[src/rtl/ex_stack_pkg.sv]
// Shared definitions for the expression stack and its sequencer:
// ex_stack op codes, request opcodes, FSM states and the legality check.
package ex_stack_pkg;

    localparam int ES_DEPTH = 32;
    localparam int ES_WIDTH = 16;

    // ex_stack native operations
    localparam logic [1:0] ES_PUSH = 2'd0;
    localparam logic [1:0] ES_POP  = 2'd1;
    localparam logic [1:0] ES_DUP  = 2'd2;

    // control-unit request opcodes (5..7 are illegal)
    localparam logic [2:0] REQ_PUSH = 3'd0;
    localparam logic [2:0] REQ_POP1 = 3'd1;
    localparam logic [2:0] REQ_POP2 = 3'd2;
    localparam logic [2:0] REQ_DUP  = 3'd3;
    localparam logic [2:0] REQ_SWAP = 3'd4;

    typedef enum logic [2:0] {
        IDLE, EXEC, SW_POP, SW_PUSHA, SW_PUSHB, SETTLE
    } ctrlState_e;

    typedef enum logic [1:0] {
        CHK_OK, CHK_OVF, CHK_UNF, CHK_ILL
    } chkRes_e;

    // Legality of a request against the occupancy before it executes.
    // For DUP an underflow wins over an overflow.
    function automatic chkRes_e checkReq(input logic [2:0] op, input logic [1:0] dupN,
                                         input int unsigned depth, input int unsigned maxDepth);
        chkRes_e r;
        int unsigned k;
        k = 32'(dupN) + 32'd1;
        case (op)
            REQ_PUSH: r = (depth < maxDepth) ? CHK_OK : CHK_OVF;
            REQ_POP1: r = (depth >= 32'd1) ? CHK_OK : CHK_UNF;
            REQ_POP2,
            REQ_SWAP: r = (depth >= 32'd2) ? CHK_OK : CHK_UNF;
            REQ_DUP: begin
                if (depth < k)                 r = CHK_UNF;
                else if (depth + k > maxDepth) r = CHK_OVF;
                else                           r = CHK_OK;
            end
            default:  r = CHK_ILL;
        endcase
        return r;
    endfunction

endpackage

[src/rtl/ex_stack_ctrl.sv]
// Sequencer between the control unit and ex_stack. Tracks occupancy,
// rejects illegal requests with error pulses, and expands SWAP into
// pop-two / push-old-top / push-old-next.
module ex_stack_ctrl
    import ex_stack_pkg::*;
#(
    parameter int DEPTH = ES_DEPTH,
    parameter int WIDTH = ES_WIDTH,
    parameter int CW    = $clog2(DEPTH + 1)
) (
    input  logic             clk,
    input  logic             rst_n,
    input  logic             reqValid,
    output logic             reqReady,
    input  logic [2:0]       reqOp,
    input  logic [1:0]       reqDupNum,
    input  logic [WIDTH-1:0] reqVal,
    input  logic [WIDTH-1:0] stkA,
    input  logic [WIDTH-1:0] stkB,
    output logic             ESAct,
    output logic [1:0]       ESOp,
    output logic             popNum,
    output logic [1:0]       dupNum,
    output logic [WIDTH-1:0] pushVal,
    output logic [CW-1:0]    depth,
    output logic             full,
    output logic             empty,
    output logic             done,
    output logic             errOverflow,
    output logic             errUnderflow,
    output logic             errIllegal,
    output logic             errSticky
);
    ctrlState_e       state, nextState;
    chkRes_e          reqChk;
    logic [2:0]       opQ;
    logic [1:0]       dupQ;
    logic [WIDTH-1:0] valQ, swA, swB;
    logic [CW-1:0]    depthQ;
    logic             readyEn, accept, reject;

    // readyEn keeps reqReady low until the first clock after reset release;
    // a pending done/error pulse also holds it low for that cycle
    assign reqReady = readyEn && (state == IDLE) && !done;
    assign accept   = reqValid && reqReady;
    assign reqChk   = checkReq(reqOp, reqDupNum, 32'(depthQ), 32'(DEPTH));
    assign reject   = accept && (reqChk != CHK_OK);

    assign depth = depthQ;
    assign full  = (depthQ == CW'(DEPTH));
    assign empty = (depthQ == '0);

    // state register
    always_ff @(posedge clk or negedge rst_n) begin
        if (!rst_n) state <= IDLE;
        else        state <= nextState;
    end

    // next-state: rejected requests never leave IDLE
    always_comb begin
        nextState = state;
        case (state)
            IDLE:     if (accept && reqChk == CHK_OK)
                          nextState = (reqOp == REQ_SWAP) ? SW_POP : EXEC;
            EXEC:     nextState = SETTLE;
            SW_POP:   nextState = SW_PUSHA;
            SW_PUSHA: nextState = SW_PUSHB;
            SW_PUSHB: nextState = SETTLE;
            SETTLE:   nextState = IDLE;
            default:  nextState = IDLE;
        endcase
    end

    // ex_stack drive: everything is zero outside the strobe cycle
    always_comb begin
        ESAct   = 1'b0;
        ESOp    = ES_PUSH;
        popNum  = 1'b0;
        dupNum  = 2'd0;
        pushVal = '0;
        case (state)
            EXEC: begin
                ESAct = 1'b1;
                case (opQ)
                    REQ_PUSH: pushVal = valQ;
                    REQ_POP1: ESOp = ES_POP;
                    REQ_POP2: begin ESOp = ES_POP; popNum = 1'b1; end
                    REQ_DUP:  begin ESOp = ES_DUP; dupNum = dupQ; end
                    default:  ESAct = 1'b0;
                endcase
            end
            SW_POP:   begin ESAct = 1'b1; ESOp = ES_POP; popNum = 1'b1; end
            SW_PUSHA: begin ESAct = 1'b1; pushVal = swA; end
            SW_PUSHB: begin ESAct = 1'b1; pushVal = swB; end
            default:  ;
        endcase
    end

    // request capture; SWAP operands come from the settled stack outputs
    always_ff @(posedge clk or negedge rst_n) begin
        if (!rst_n) begin
            opQ  <= '0;
            dupQ <= '0;
            valQ <= '0;
            swA  <= '0;
            swB  <= '0;
        end else if (accept) begin
            opQ  <= reqOp;
            dupQ <= reqDupNum;
            valQ <= reqVal;
            swA  <= stkA;
            swB  <= stkB;
        end
    end

    // occupancy follows exactly what is strobed into ex_stack
    always_ff @(posedge clk or negedge rst_n) begin
        if (!rst_n) begin
            depthQ <= '0;
        end else if (ESAct) begin
            case (ESOp)
                ES_PUSH: depthQ <= depthQ + CW'(1);
                ES_POP:  depthQ <= depthQ - (popNum ? CW'(2) : CW'(1));
                ES_DUP:  depthQ <= depthQ + CW'(dupNum) + CW'(1);
                default: ;
            endcase
        end
    end

    // registered retire/error pulses and the sticky error flag
    always_ff @(posedge clk or negedge rst_n) begin
        if (!rst_n) begin
            readyEn      <= 1'b0;
            done         <= 1'b0;
            errOverflow  <= 1'b0;
            errUnderflow <= 1'b0;
            errIllegal   <= 1'b0;
            errSticky    <= 1'b0;
        end else begin
            readyEn      <= 1'b1;
            done         <= (nextState == SETTLE) || reject;
            errOverflow  <= accept && (reqChk == CHK_OVF);
            errUnderflow <= accept && (reqChk == CHK_UNF);
            errIllegal   <= accept && (reqChk == CHK_ILL);
            errSticky    <= errSticky || reject;
        end
    end

endmodule

[config.mk]
export PLATFORM = sky130hd
export DESIGN_NAME = ex_stack_ctrl
export DESIGN_NICKNAME = d
export VERILOG_FILES = /design/src/rtl/ex_stack_pkg.sv /design/src/rtl/ex_stack_ctrl.sv
export SDC_FILE = /design/constraint.sdc
export NUM_CORES = 1
export LEC_CHECK = 0
export CAP_MARGIN = 20
export CORE_ASPECT_RATIO = 1.4
export CORE_UTILIZATION = 53
export DETAILED_ROUTE_END_ITERATION = 8
export GPL_ROUTABILITY_DRIVEN = 0
export PLACE_DENSITY = 0.9
export SYNTH_ARGS = -nofsm -noshare
export SYNTH_HDL_FRONTEND = slang
export SYNTH_SLANG_ARGS = --single-unit
[constraint.sdc]
create_clock -name clk -period 3.63 [get_ports clk]
set_input_delay 1.089 -clock clk [delete_from_list [all_inputs] [get_ports clk]]
set_output_delay 1.089 -clock clk [all_outputs]
set_load 0.01 [all_outputs]
Word-level counts from Yosys, hierarchy flattened
Cells that the tools add are included.
{"block": "word_totals", "register_bits": 68, "in_bits": 56, "output_inout_bits": 36, "wordCells": 88}
{"block": "op_classes", "n_addsub": 6, "n_reduce_logical": 25, "muxes": 21, "eq_ne": 18, "order_cmp": 5}
{"cell": "$pmux 16 s3", "n": 1}
{"cell": "$eq 3x2->1 const B", "n": 6}
{"cell": "$pmux 6 s3", "n": 1}
{"cell": "$mux 16", "n": 1}
{"cell": "$mux 2", "n": 7}
{"cell": "$add 6x1->6 const B", "n": 2}
{"cell": "$pmux 3 s4", "n": 1}
{"cell": "$eq 3x1->1 const B", "n": 3}
{"cell": "$eq 3x3->1 const B", "n": 3}
{"cell": "$logic_not 3->1", "n": 3}
{"cell": "$logic_and 1x1->1", "n": 8}
{"cell": "$pmux 2 s2", "n": 2}
{"cell": "$pmux 2 s4", "n": 1}
{"cell": "$add 6x3->7", "n": 1}
{"cell": "$gt 7x6->1 const B", "n": 1}
{"cell": "$add 6x2->6", "n": 1}
{"cell": "$eq 2x2->1 const B", "n": 3}
{"cell": "$eq 6x6->1 const B", "n": 1}
{"cell": "$ge 6x1->1 const B", "n": 1}
{"cell": "$ge 6x2->1 const B", "n": 1}
{"cell": "$logic_not 6->1", "n": 1}
{"cell": "$lt 6x3->1", "n": 1}
{"cell": "$lt 6x6->1 const B", "n": 1}
{"cell": "$reduce_or 2->1", "n": 3}
{"cell": "other kinds (14)", "n": 21}

Logic depth before layout (Yosys ltp)
Gate-level depths: netlist of the first run.
{"block": "logic_depth", "ltp_word": 12, "mapped_depth": 12, "mapped_depth_nobuf": 11}

Worst setup path after synthesis of the first run
OpenSTA, ideal clock, no wires.
{"block": "synth_path", "path_type": "input to register", "from": "in reqDupNum[0]", "to": "reg errSticky", "n_path_buf": 0, "slack_ns": 0.671, "arrival_time_ns": 2.838, "setup_time_ns": 0.121, "stages": 8, "path_cell_list": "ha_1 -> ha_1 -> a21o_1 -> a21o_1 -> a21o_1 -> a32o_1 -> a21o_1 -> o22a_1"}
{"block": "synth_between", "elab_chain_len": 9}
{"item": "start, declared", "line_no": "ex_stack_ctrl.sv:16", "rtl": "input logic [1:0] reqDupNum,"}
{"item": "$add 2x1->3 *", "line_no": "ex_stack_pkg.sv:34", "rtl": "k = 32'(dupN) + 32'd1;"}
{"item": "$add 6x3->7", "line_no": "ex_stack_pkg.sv:42", "rtl": "else if (depth + k > maxDepth) r = CHK_OVF;"}
{"item": "$gt 7x6->1", "line_no": "ex_stack_pkg.sv:42"}
{"item": "$mux 1", "line_no": "ex_stack_pkg.sv:42"}
{"item": "$mux 2 *", "line_no": "ex_stack_pkg.sv:41", "rtl": "if (depth < k) r = CHK_UNF;"}
{"item": "$pmux 2 s4 *", "line_no": "ex_stack_pkg.sv:35", "rtl": "case (op)"}
{"item": "$reduce_bool 2->1 *", "line_no": "ex_stack_ctrl.sv:47", "rtl": "assign reject = accept && (reqChk != CHK_OK);"}
{"item": "$logic_and 1x1->1 *", "line_no": "ex_stack_ctrl.sv:47"}
{"item": "$logic_or 1x1->1 *", "line_no": "ex_stack_ctrl.sv:145", "rtl": "errSticky <= errSticky || reject;"}
{"item": "end signal, assigned", "line_no": "ex_stack_ctrl.sv:145"}
{"item": "end, declared", "line_no": "ex_stack_ctrl.sv:32", "rtl": "output logic errSticky"}
Mark *: on every way between the ends. The rest lies on a longest branch, timed or not.
A chain may end at the register's enable or synchronous reset.

Final worst setup path of the first run
{"block": "layout_path", "from": "reg state[1]", "to": "out pushVal[9]"}
{"block": "layout_between", "elab_chain_len": 2}
{"item": "start, declared", "line_no": "ex_stack_ctrl.sv:34", "rtl": "ctrlState_e state, nextState;"}
{"item": "start signal, assigned", "line_no": "ex_stack_ctrl.sv:56", "rtl": "else state <= nextState;"}
{"item": "$eq 3x3->1 (tied with other cells)", "line_no": "ex_stack_ctrl.sv:81", "rtl": "case (state)"}
{"item": "$pmux 16 s3 *", "line_no": "ex_stack_ctrl.sv:81"}
{"item": "end, declared", "line_no": "ex_stack_ctrl.sv:24", "rtl": "output logic [WIDTH-1:0] pushVal,"}
Marked as above.

==> reports/qor.csv, run 1 <==
stage;metric;value;unit
pwr;PD cells;785.4;nW/um2
synthesis;top_reg_cell synth;dfrtp_1;
final_layout;Net count, final;598;
synthesis;multiplexer share of the synthesized area;0;%
timing;Period minus WS final;3.522;ns
synthesis;sequential cell area fraction in the yosys report;46.34;%
pwr;Flop pwr share;35.7;%
grt;largest net degree at the start of global routing;49;
clock_tree;Root Driver;clkbuf_8;
clock_tree;Sink Count;68;
pwr;Leakage;2.503;nW
detailed_routing;post-route antenna net violation count;0;
synthesis;async set-reset flop share out of synthesis;100.0;%
grt;GRT met2 Usage;46.73;%
synthesis;Post-Synth XOR/XNOR Area;1.193;%
placement;Post-DP HPWL;6238;um
timing;worst-margin pin slew;0.7605;ns
critical_path;crit path DAT;2.43;ns
critical_path;required time worst endpoint;2.54;ns
floorplan;Std-Cell Rows;35;
floorplan;Die ar.;7270;um2
pwr;sw frac;37.28;%
final_layout;Final Core Density;74.23;%
detailed_routing;drt pass-1 iters;5;
synthesis;area share of fa/ha/maj cells after synthesis;6.405;%
clock_tree;hold buffer count at CTS;0;
floorplan;Die H;100.5;um
final_layout;# diodes;0;
clock_tree;Clock transition at path regs;0.07;ns
timing;Min Hold Slack;0.4800;ns
detailed_routing;Via density;5.438;
clock_tree;htree depth;3;
grt;GRT Max-Usage Layer;met2;
final_layout;P&R area growth vs syn;34.55;%
detailed_routing;DR DRC count;0;
timing;Hold Fails Final Rpt;0;
pwr;combinational share of power;43.2;%
job;Max Cap Violations;0;
grt;first-pass GRT wire length;14790;um
synthesis;count of cell types in the netlist;52;
placement;I/O Buffers;91;
timing;Final Skew;0.005253;ns
clock_tree;Clock Latency Late Sink;0.34;ns
detailed_routing;Iteration-0 DRC Markers;275;
clock_tree;CTS Buf Count;9;
timing;fin crit share;97.03;%
pwr;P_sw;0.001447;W
pwr;clock group share of total power;21.1;%
placement;Placed Area;4653;um2
final_layout;Final Cell Area;4941;um2
synthesis;Synth Register Bits;68;
synthesis;Post-synth EDFFs;0;
grt;GRT Total Usage;26.30;%
grt;M3 GR Usage;4.800;%
floorplan;Die Width;72.35;um
critical_path;critical path fanouts, max;16;
floorplan;num ports;92;
detailed_routing;Avg WL per Cell;14.43;um
outcome;outcome;complete, no violations;
pwr;cell-internal power;0.002434;W
synthesis;mapped cell area;3672;um2
synthesis;Post-Syn Instances;436;
final_layout;share of layout cells above drive strength 1;7.372;%
floorplan;core region area;6656;um2
clock_tree;CTS tree;built;
synthesis;combinational family with the most area after synthesis;simple AND/OR/NAND/NOR gates;
synthesis;post-synthesis net count;509;
synthesis;simple-gate portion of the synthesized area;26.61;%
grt;vias in the first global route;3416;
synthesis;post-synthesis compound-gate area fraction;12.67;%
pwr;VDD IR-drop max;0.4102;mV
grt;grt ovf;0;
worst_hold_path;Worst Hold Class;reg2reg;
detailed_routing;drt total wl;8963;um
timing;fin. max-slew vios;0;
critical_path;WS Path Type;reg2out;
timing;Peak Freq;283.9;MHz
critical_path;startpoint type of the worst setup path;flip-flop;
timing;Sum Neg Setup Slack;0;ns
clock_tree;clk buf depth;2;
grt;GR Layer Usage met1;30.65;%
timing;Final setup viols;0;
floorplan;Starting Density;55.17;%
synthesis;Ys Warns;0;
timing;Relative slew margins;49.30;%
synthesis;average size of a mapped cell;8.423;um2
critical_path;Crit. End Element;output pin;
detailed_routing;vias after detailed routing;3377;
grt;initial antenna violation count;0;
[layout by cell type (no fill, tap or decap), types with 2 or more instances in the layout]
cell               n
a21o_1             5
a21oi_1           10
a222oi_1          16
a31oi_1            2
and2_1             3
buf_4              9
bufinv_16          4
clkbuf_8           9
clkdlybuf4s50_1   89
clkinv_4           2
dfrtp_1           67
fa_1               3
ha_1              14
inv_1             30
nand2_1          173
nand2_2            2
nand2b_1           6
nand3_1            4
nor2_1            12
nor2b_1            5
nor3_1             6
nor3b_2            2
nor4b_1            2
o211ai_1           2
o21ai_0           15
o31ai_1            2
xnor2_1            3
xor2_1             2
[routing by layer]
layer,vias up,wire [um]
met2,149,4784
met4,0,134
met5,-,0
met1,1602,3488
met3,13,556
li1,1613,-
[flip-flops by register name, summed over array words and instances (netlist names)]
name	count
swA	16
swB	16
valQ	16
depth	6
opQ	3
state	3
dupQ	2
done	1
errIllegal	1
errOverflow	1
errSticky	1
errUnderflow	1
readyEn	1
[critical path, cell delays in order (launching register included)]
cell and delay (ns):
dfrtp_1 0.38, buf_4 0.17, nor4b_4 0.34, nor3b_2 0.24
buf_6 0.21, a222oi_1 0.11, inv_1 0.10, clkdlybuf4s50_1 0.53
[through the flow]
stage               setup WS, ns  instances  power (W)
floorplan                 0.6707        436   0.002409
global placement          0.1714        604   0.002947
detailed placement      0.002500        604   0.003030
CTS                      0.03189        619   0.003866
global route            -0.01186        621   0.004164
finish                    0.1080        621   0.003881
[synth_stat cells (all sizes together), types with 4 or more instances]
master	n	area share, %
nand3	5	0.82
dfrtp	68	46
nand2	175	18
buf	19	3.0
a21o	5	1.0
nor2	12	1.2
and2	4	0.68
a222oi	16	4.4
a21oi	10	1.4
ha	14	4.8
o21ai	17	2.4
inv	30	3.1
nand2b	6	1.0
clkbuf	5	0.51
nor2b	5	0.85
nor3	6	0.82
[kinds of logic after synthesis]
logic type / Yosys count
compound gates: 64
fa+ha+maj: 17
xor+xnor: 5
flops: 68
simple gates: 226
other cells: 1
buf+inv: 55
[power by group through the flow]
stage               clock network [W]  registers (W)  logic, W
floorplan                           0        0.00130   0.00111
global placement                    0        0.00136   0.00158
detailed placement                  0        0.00138   0.00165
CTS                          0.000829        0.00138   0.00166
global route                 0.000865        0.00143   0.00187
finish                       0.000818        0.00139   0.00168
[timing repair]
action                     CTS  global route
setup endpoints to repair   16            17
buffers inserted             0             2
pin swaps                    0             0
resized for setup            1             4
hold endpoints to repair     0             0
[layout make-up]
type                    count  area [um2]
well taps                  92       115.1
inverters                  31       120.1
clock inverters             6       137.6
repair buffers            102        1007
flip-flops and latches     68        1703
fillers                   500        1715
multi-input cells         313        1734
clock buffers               9       123.9
[final timing paths]
check | start | endpoint | slack, ns | depth (start not counted)
min in group asynchronous | rst_n | errUnderflow | 0.81 | 1
max reg2reg | state[1] | depth[5] | 0.90 | 11
max in group asynchronous | rst_n | state[2] | 2.16 | 2
min | swA[6] | swA[6] | 0.48 | 2
min reg2reg | swA[6] | swA[6] | 0.48 | 2
max | state[1] | pushVal[9] | 0.11 | 7
Power figures use the tool's default switching activity.
==> run 2: changes to the inputs <==
- PLACE_DENSITY: 0.9 -> 0.85
==> run 2 against run 1 <==
Count of clock-buffer cells in the layout up 4. Sequential cell count unchanged. Final area unchanged. Sequential share of layout area unchanged. Cell count up 0.32%. Utilization unchanged. Combinational power about the same. Worst hold slack worse by 0.0019 ns.
==> reports/qor.csv, run 2 (synthesis results as in run 1) <==
stage;metric;value;unit;change
clock_tree;htree depth;3;;unchanged
floorplan;Die ar.;7270;um2;unchanged
critical_path;required time worst endpoint;2.54;ns;about the same
worst_hold_path;worst min-delay path startpoint;valQ[1];;
floorplan;Die Width;72.35;um;unchanged
worst_hold_path;hold path depth;2;;unchanged
final_layout;P&R area growth vs syn;34.55;%;unchanged
final_layout;fill count;478;;-4.4%
critical_path;startpoint type of the worst setup path;flip-flop;;
pwr;Flop pwr share;35.4;%;-0.3 points
pwr;clock group share of total power;21.0;%;about the same
pwr;PD cells;791.7;nW/um2;+0.80%
timing;Sum Neg Setup Slack;0;ns;unchanged
pwr;VDD IR-drop max;0.4550;mV;+11%
critical_path;RR Startpoint;state[1];;
placement;I/O Buffers;91;;unchanged
detailed_routing;drt pass-1 iters;6;;+1
timing;Period minus WS final;3.493;ns;-0.02875 ns
critical_path;Buffers & Inverters on Critical Path;3;;-1
pwr;combinational share of power;43.6;%;+0.4 points
clock_tree;clk buf depth;2;;unchanged
placement;Post-DP HPWL;6362;um;+2.0%
timing;Peak Freq;286.3;MHz;+0.82%
grt;GRT Total Usage;27.50;%;+1.2 points
final_layout;Net count, final;599;;+0.17%
floorplan;Starting Density;55.17;%;unchanged
grt;vias in the first global route;3525;;+3.2%
floorplan;Std-Cell Rows;35;;unchanged
clock_tree;CTS Buf Count;9;;unchanged
pwr;sw frac;37.28;%;about the same
clock_tree;CTS tree;built;;
final_layout;commonest non-fill, non-tap cell in the layout;nand2_1;;
pwr;Design Power;0.003912;W;+0.80%
final_layout;share of layout cells above drive strength 1;7.721;%;+0.35 points
critical_path;Reg2Reg Depth;11;;unchanged
critical_path;R2R Setup Slk;0.82;ns;-0.08 ns
floorplan;Die H;100.5;um;unchanged
final_layout;# diodes;0;;unchanged
clock_tree;Root Driver;clkbuf_8;;
clock_tree;Clock transition at path regs;0.08;ns;about the same
timing;Final setup viols;0;;unchanged
timing;fin crit share;96.23;%;-0.79 points
critical_path;crit path DAT;2.40;ns;-0.03 ns
outcome;outcome;complete, no violations;;
critical_path;Top Family by Delay on Critical Path;buffers and inverters;;
detailed_routing;post-route antenna net violation count;0;;unchanged
clock_tree;Sink Count;68;;unchanged
detailed_routing;DR DRC count;0;;unchanged
detailed_routing;Avg WL per Cell;14.78;um;+2.4%
clock_tree;Clock Latency Late Sink;0.35;ns;about the same
critical_path;critical path fanouts, max;16;;unchanged
floorplan;num ports;92;;unchanged
grt;grt ovf;0;;unchanged
detailed_routing;Via density;5.438;;about the same
final_layout;commonest non-fill, non-tap cells in the layout;nand2_1 (173), clkdlybuf4s50_1 (90), dfrtp_1 (67), inv_1 (30), a222oi_1 (16);;
timing;Hold Fails Final Rpt;0;;unchanged
detailed_routing;vias after detailed routing;3388;;+0.33%
critical_path;WS Path Type;reg2out;;
job;Max Cap Violations;0;;unchanged
grt;initial antenna violation count;0;;unchanged
grt;first-pass GRT wire length;15500;um;+4.8%
final_layout;largest registers;swA: 16 flops, swB: 16 flops, valQ: 16 flops;;
floorplan;core region area;6656;um2;unchanged
worst_hold_path;WHS Endpoint;valQ[1];;
detailed_routing;drt total wl;9211;um;+2.8%
pwr;cell-internal power;0.002454;W;+0.80%
timing;fin. max-slew vios;0;;unchanged
timing;RSZ-0062 raised after global routing;no;;
pwr;P_sw;0.001458;W;+0.81%
timing;Final Skew;0.008099;ns;+0.002846 ns
detailed_routing;Iteration-0 DRC Markers;191;;-31%
critical_path;Cell Chain, Critical Path;nor4b_4 > nor3b_2 > buf_6 > a222oi_1 > inv_1 > clkdlybuf4s50_1;;
pwr;Leakage;2.491;nW;-0.48%
grt;largest net degree at the start of global routing;52;;+6.1%
critical_path;Worst path slowest cell;clkdlybuf4s50_1;;
critical_path;Crit. End Element;output pin;;
critical_path;worst reg2reg path endpoint;depth[5];;
worst_hold_path;Worst Hold Class;reg2reg;;
critical_path;critical path's largest stage delay;0.53;ns;about the same
[run 2: cell types whose count changed in the layout (fill, tap and decap cells not counted), sizes merged]
cell           previous run  this run
clkinv                    2         0
bufinv                    4         3
buf                      12        13
dlymetal6s2s              1         0
clkbuf                    9        13
clkdlybuf4s50            89        90
[run 2: how the worst max path moves through the flow]
stage / from / end / cells after the start / slack [ns]
floorplan: reqDupNum[0] / errSticky / 8 / 0.67
global placement: reqDupNum[0] / errSticky / 9 / 0.16
detailed placement: reqDupNum[0] / errSticky / 9 / 0.05
CTS: state[1] / pushVal[4] / 6 / 0.0005
global route: state[1] / pushVal[4] / 6 / 0.02
finish: state[1] / pushVal[4] / 6 / 0.14
[run 2: tightest hold or removal path: cells and delay by family, from the launching register on]
family,cells,cell delay (ns)
DFF,1,0.34
and+or+nand+nor,2,0.11
[run 2: power groups by stage]
stage,Combinational [W],Clock [W],Sequential (W)
floorplan,0.00111,0,0.00130
global placement,0.00160,0,0.00137
detailed placement,0.00166,0,0.00139
CTS,0.00169,0.000828,0.00138
global route,0.00190,0.000861,0.00143
finish,0.00171,0.000822,0.00138
[run 2: per-layer routing]
metal  share of wire (%)  GRT usage [%]
met3                 5.9          5.900
met2                  54          49.68
met1                  38          31.08
met5                   0              0
met4                 1.8          11.01
[run 2: what timing repair did]
action                                  in CTS  in global routing
gates resized for setup                      0                  3
hold buffers                                 0                  0
buffers inserted                             0                  2
endpoints found under the setup margin       0                 18
[run 2: per-stage QoR]
step                      area [um2]  instances  hold slack, ns  util [%]  setup slack [ns]
after floorplan                 3672        436          0.4374         -            0.6707
after global placement          4648        605          0.4573     69.83            0.1614
after detailed placement        4648        605          0.4630     69.83           0.04670
after CTS                       4917        621          0.4807     73.87         0.0005032
after global routing            4941        623          0.5021     74.23           0.02274
final                           4941        623          0.4780     74.23            0.1367
[run 2: final cells by class]
class | instances | area (um2) | area share [%]
well taps | 92 | 115.1 | 2.330
clock buffers | 13 | 178.9 | 3.621
inverters | 31 | 120.1 | 2.431
clock inverters | 3 | 90.09 | 1.823
multi-input cells | 313 | 1734 | 35.10
flip-flops and latches | 68 | 1703 | 34.46
repair buffers | 103 | 999.7 | 20.23
==> run 3: changes to the inputs <==
- REMOVE_ABC_BUFFERS: unset -> 1
==> run 3 against run 2 <==
Sequential power about the same. Wire length decreased by 8.5%. Global-route usage decreased by 2.3 points. Non-clock buffer count decreased by 2. Maximum frequency decreased by 0.25%. Sequential share of layout area increased by 0.69 points. First-iteration DRC count decreased by 15%. Worst setup slack got worse by 0.0087 ns. Clock skew decreased by 0.0016 ns. Register-to-register slack improved by 0.06 ns. Cell count decreased by 0.48%. Final area decreased by 1.9%.
==> reports/qor.csv, run 3 (synthesis results as in run 1) <==
stage;metric;value;unit;change
outcome;outcome;complete, no violations;;
timing;fin crit share;96.47;%;+0.24 points
critical_path;Cell Chain, Critical Path;nor4b_4 > nand3_2 > clkinvlp_4 > and2_1 > clkdlybuf4s50_1;;
clock_tree;clk buf depth;2;;unchanged
timing;fin. max-slew vios;0;;unchanged
critical_path;RR Startpoint;state[1];;
critical_path;Worst path slowest cell;clkdlybuf4s50_1;;
clock_tree;hold buffer count at CTS;0;;unchanged
grt;largest net degree at the start of global routing;49;;-5.8%
clock_tree;CTS tree;built;;
clock_tree;Clock transition at path regs;0.07;ns;about the same
timing;Final setup viols;0;;unchanged
clock_tree;CTS Buf Count;9;;unchanged
final_layout;largest registers;swA: 16 flops, swB: 16 flops, valQ: 16 flops;;
critical_path;Crit. End Element;output pin;;
final_layout;share of layout cells above drive strength 1;7.386;%;-0.33 points
timing;Final Skew;0.006510;ns;-0.001590 ns
final_layout;Cell Count, Final, Fillers Out;620;;-0.48%
critical_path;worst reg2reg path endpoint;depth[5];;
grt;first-pass GRT wire length;14170;um;-8.6%
final_layout;Net count, final;597;;-0.33%
final_layout;commonest non-fill, non-tap cells in the layout;nand2_1 (173), clkdlybuf4s50_1 (90), dfrtp_1 (66), inv_1 (30), a222oi_1 (16);;
critical_path;WS Path Type;reg2out;;
final_layout;commonest non-fill, non-tap cell in the layout;nand2_1;;
critical_path;Buffers & Inverters on Critical Path;2;;-1
final_layout;P&R area growth vs syn;31.99;%;
critical_path;startpoint type of the worst setup path;flip-flop;;
placement;placed cells;603;;-0.33%
floorplan;num ports;92;;unchanged
pwr;VDD IR-drop max;0.4385;mV;-3.6%
floorplan;Std-Cell Rows;35;;unchanged
floorplan;Die Width;72.35;um;unchanged
floorplan;Die ar.;7270;um2;unchanged
critical_path;total stage count of the critical path;5;;-1
timing;Period minus WS final;3.502;ns;+0.008672 ns
timing;RSZ-0062 raised after global routing;yes;;
grt;initial antenna violation count;0;;unchanged
grt;GRT Total Usage;25.18;%;-2.3 points
clock_tree;Root Driver;clkbuf_8;;
placement;I/O Buffers;91;;unchanged
floorplan;core region area;6656;um2;unchanged
clock_tree;htree depth;3;;unchanged
detailed_routing;drt pass-1 iters;5;;-1
job;Max Cap Violations;0;;unchanged
floorplan;Die H;100.5;um;unchanged
final_layout;# diodes;0;;unchanged
critical_path;Reg2Reg Depth;10;;-1
detailed_routing;Avg WL per Cell;13.59;um;-8.1%
pwr;PD cells;750.2;nW/um2;-5.2%
critical_path;Worst Setup SP;state[1];;
critical_path;critical path's largest stage delay;0.56;ns;+0.03 ns
clock_tree;Sink Count;68;;unchanged
floorplan;Starting Density;55.17;%;unchanged
clock_tree;Clock Latency Late Sink;0.35;ns;about the same
detailed_routing;Via density;5.360;;-1.4%
detailed_routing;drt total wl;8428;um;-8.5%
critical_path;critical path fanouts, max;10;;-6
placement;Place WS;0.06584;ns;+0.01913 ns
worst_hold_path;hold path depth;2;;unchanged
grt;grt ovf;0;;unchanged
critical_path;R2R Setup Slk;0.88;ns;+0.06 ns
detailed_routing;vias after detailed routing;3323;;-1.9%
timing;Relative slew margins;44.24;%;
worst_hold_path;Worst Hold Class;reg2reg;;
placement;Post-DP HPWL;6006;um;-5.6%
detailed_routing;post-route antenna net violation count;0;;unchanged
grt;vias in the first global route;3263;;-7.4%
timing;Hold Fails Final Rpt;0;;unchanged
timing;worst-margin pin slew;0.8364;ns;
detailed_routing;DR DRC count;0;;unchanged
pwr;Leakage;2.440;nW;-2.0%
critical_path;Setup crit end;dupNum[1];;
critical_path;Top Family by Delay on Critical Path;simple AND/OR/NAND/NOR gates;;
timing;Peak Freq;285.6;MHz;-0.25%
critical_path;crit path DAT;2.41;ns;about the same
detailed_routing;Iteration-0 DRC Markers;163;;-15%
critical_path;required time worst endpoint;2.54;ns;about the same
timing;worst setup margin;0.1281;ns;-0.008672 ns
-- run 3: report_power, final --
part           internal, W  switching [W]  leakage [nW]
clock             0.000314       0.000290        0.0955
sequential         0.00109       0.000319         0.845
combinational     0.000811       0.000810          1.50
total              0.00222        0.00142          2.44
-- run 3: per-layer routing --
layer	vias up	track usage [%]	routed length [um]
met3	13	3.800	483
met1	1569	30.96	3526
met5	-	0	0
li1	1609	-	-
met4	0	10.11	132
met2	132	43.93	4284
-- run 3: what timing repair did --
action | in CTS | in global routing
endpoints found under the setup margin | 0 | 18
gates resized for setup | 0 | 4
buffers inserted | 0 | 2
-- run 3: worst min-delay path by stage --
stage          startpoint       end
2_1_floorplan     dupQ[1]   dupQ[1]
3_3_place_gp      dupQ[1]   dupQ[1]
3_5_place_dp     valQ[12]  valQ[12]
4_1_cts            swA[3]    swA[3]
5_1_grt            swA[3]    swA[3]
6_report          valQ[8]   valQ[8]
-- run 3: cell type report --
cell class	count	area, um2
Tap cell	92	115.1
Inverter	31	120.1
Sequential cell	68	1704
Multi-Input combinational cell	313	1734
Clock buffer	9	123.9
Fill cell	525	1809
Clock inverter	6	65.06
Timing Repair Buffer	101	984.7
-- run 3: per-stage QoR --
step	TNS, ns	instance area [um2]	total power (W)	utilization [%]	hold slack (ns)
5_1_grt	-0.007889	4847	0.003922	72.82	0.5006
2_1_floorplan	0	3543	0.002343	-	0.4374
3_3_place_gp	0	4633	0.002944	69.61	0.4550
6_report	0	4847	0.003636	72.82	0.4770
4_1_cts	0	4822	0.003636	72.44	0.4805
3_5_place_dp	0	4633	0.003019	69.61	0.4621
-- run 3: worst reg2reg max path: stages, from the launching register on --
cell and delay (ns):
dfrtp_2 0.50, nor4b_4 0.38, nand2_2 0.12, o21ai_0 0.39, ha_1 0.37, o21ai_0 0.17, a21oi_1 0.09, o22ai_1 0.22
xnor2_1 0.15, a31oi_1 0.11, xnor2_1 0.14
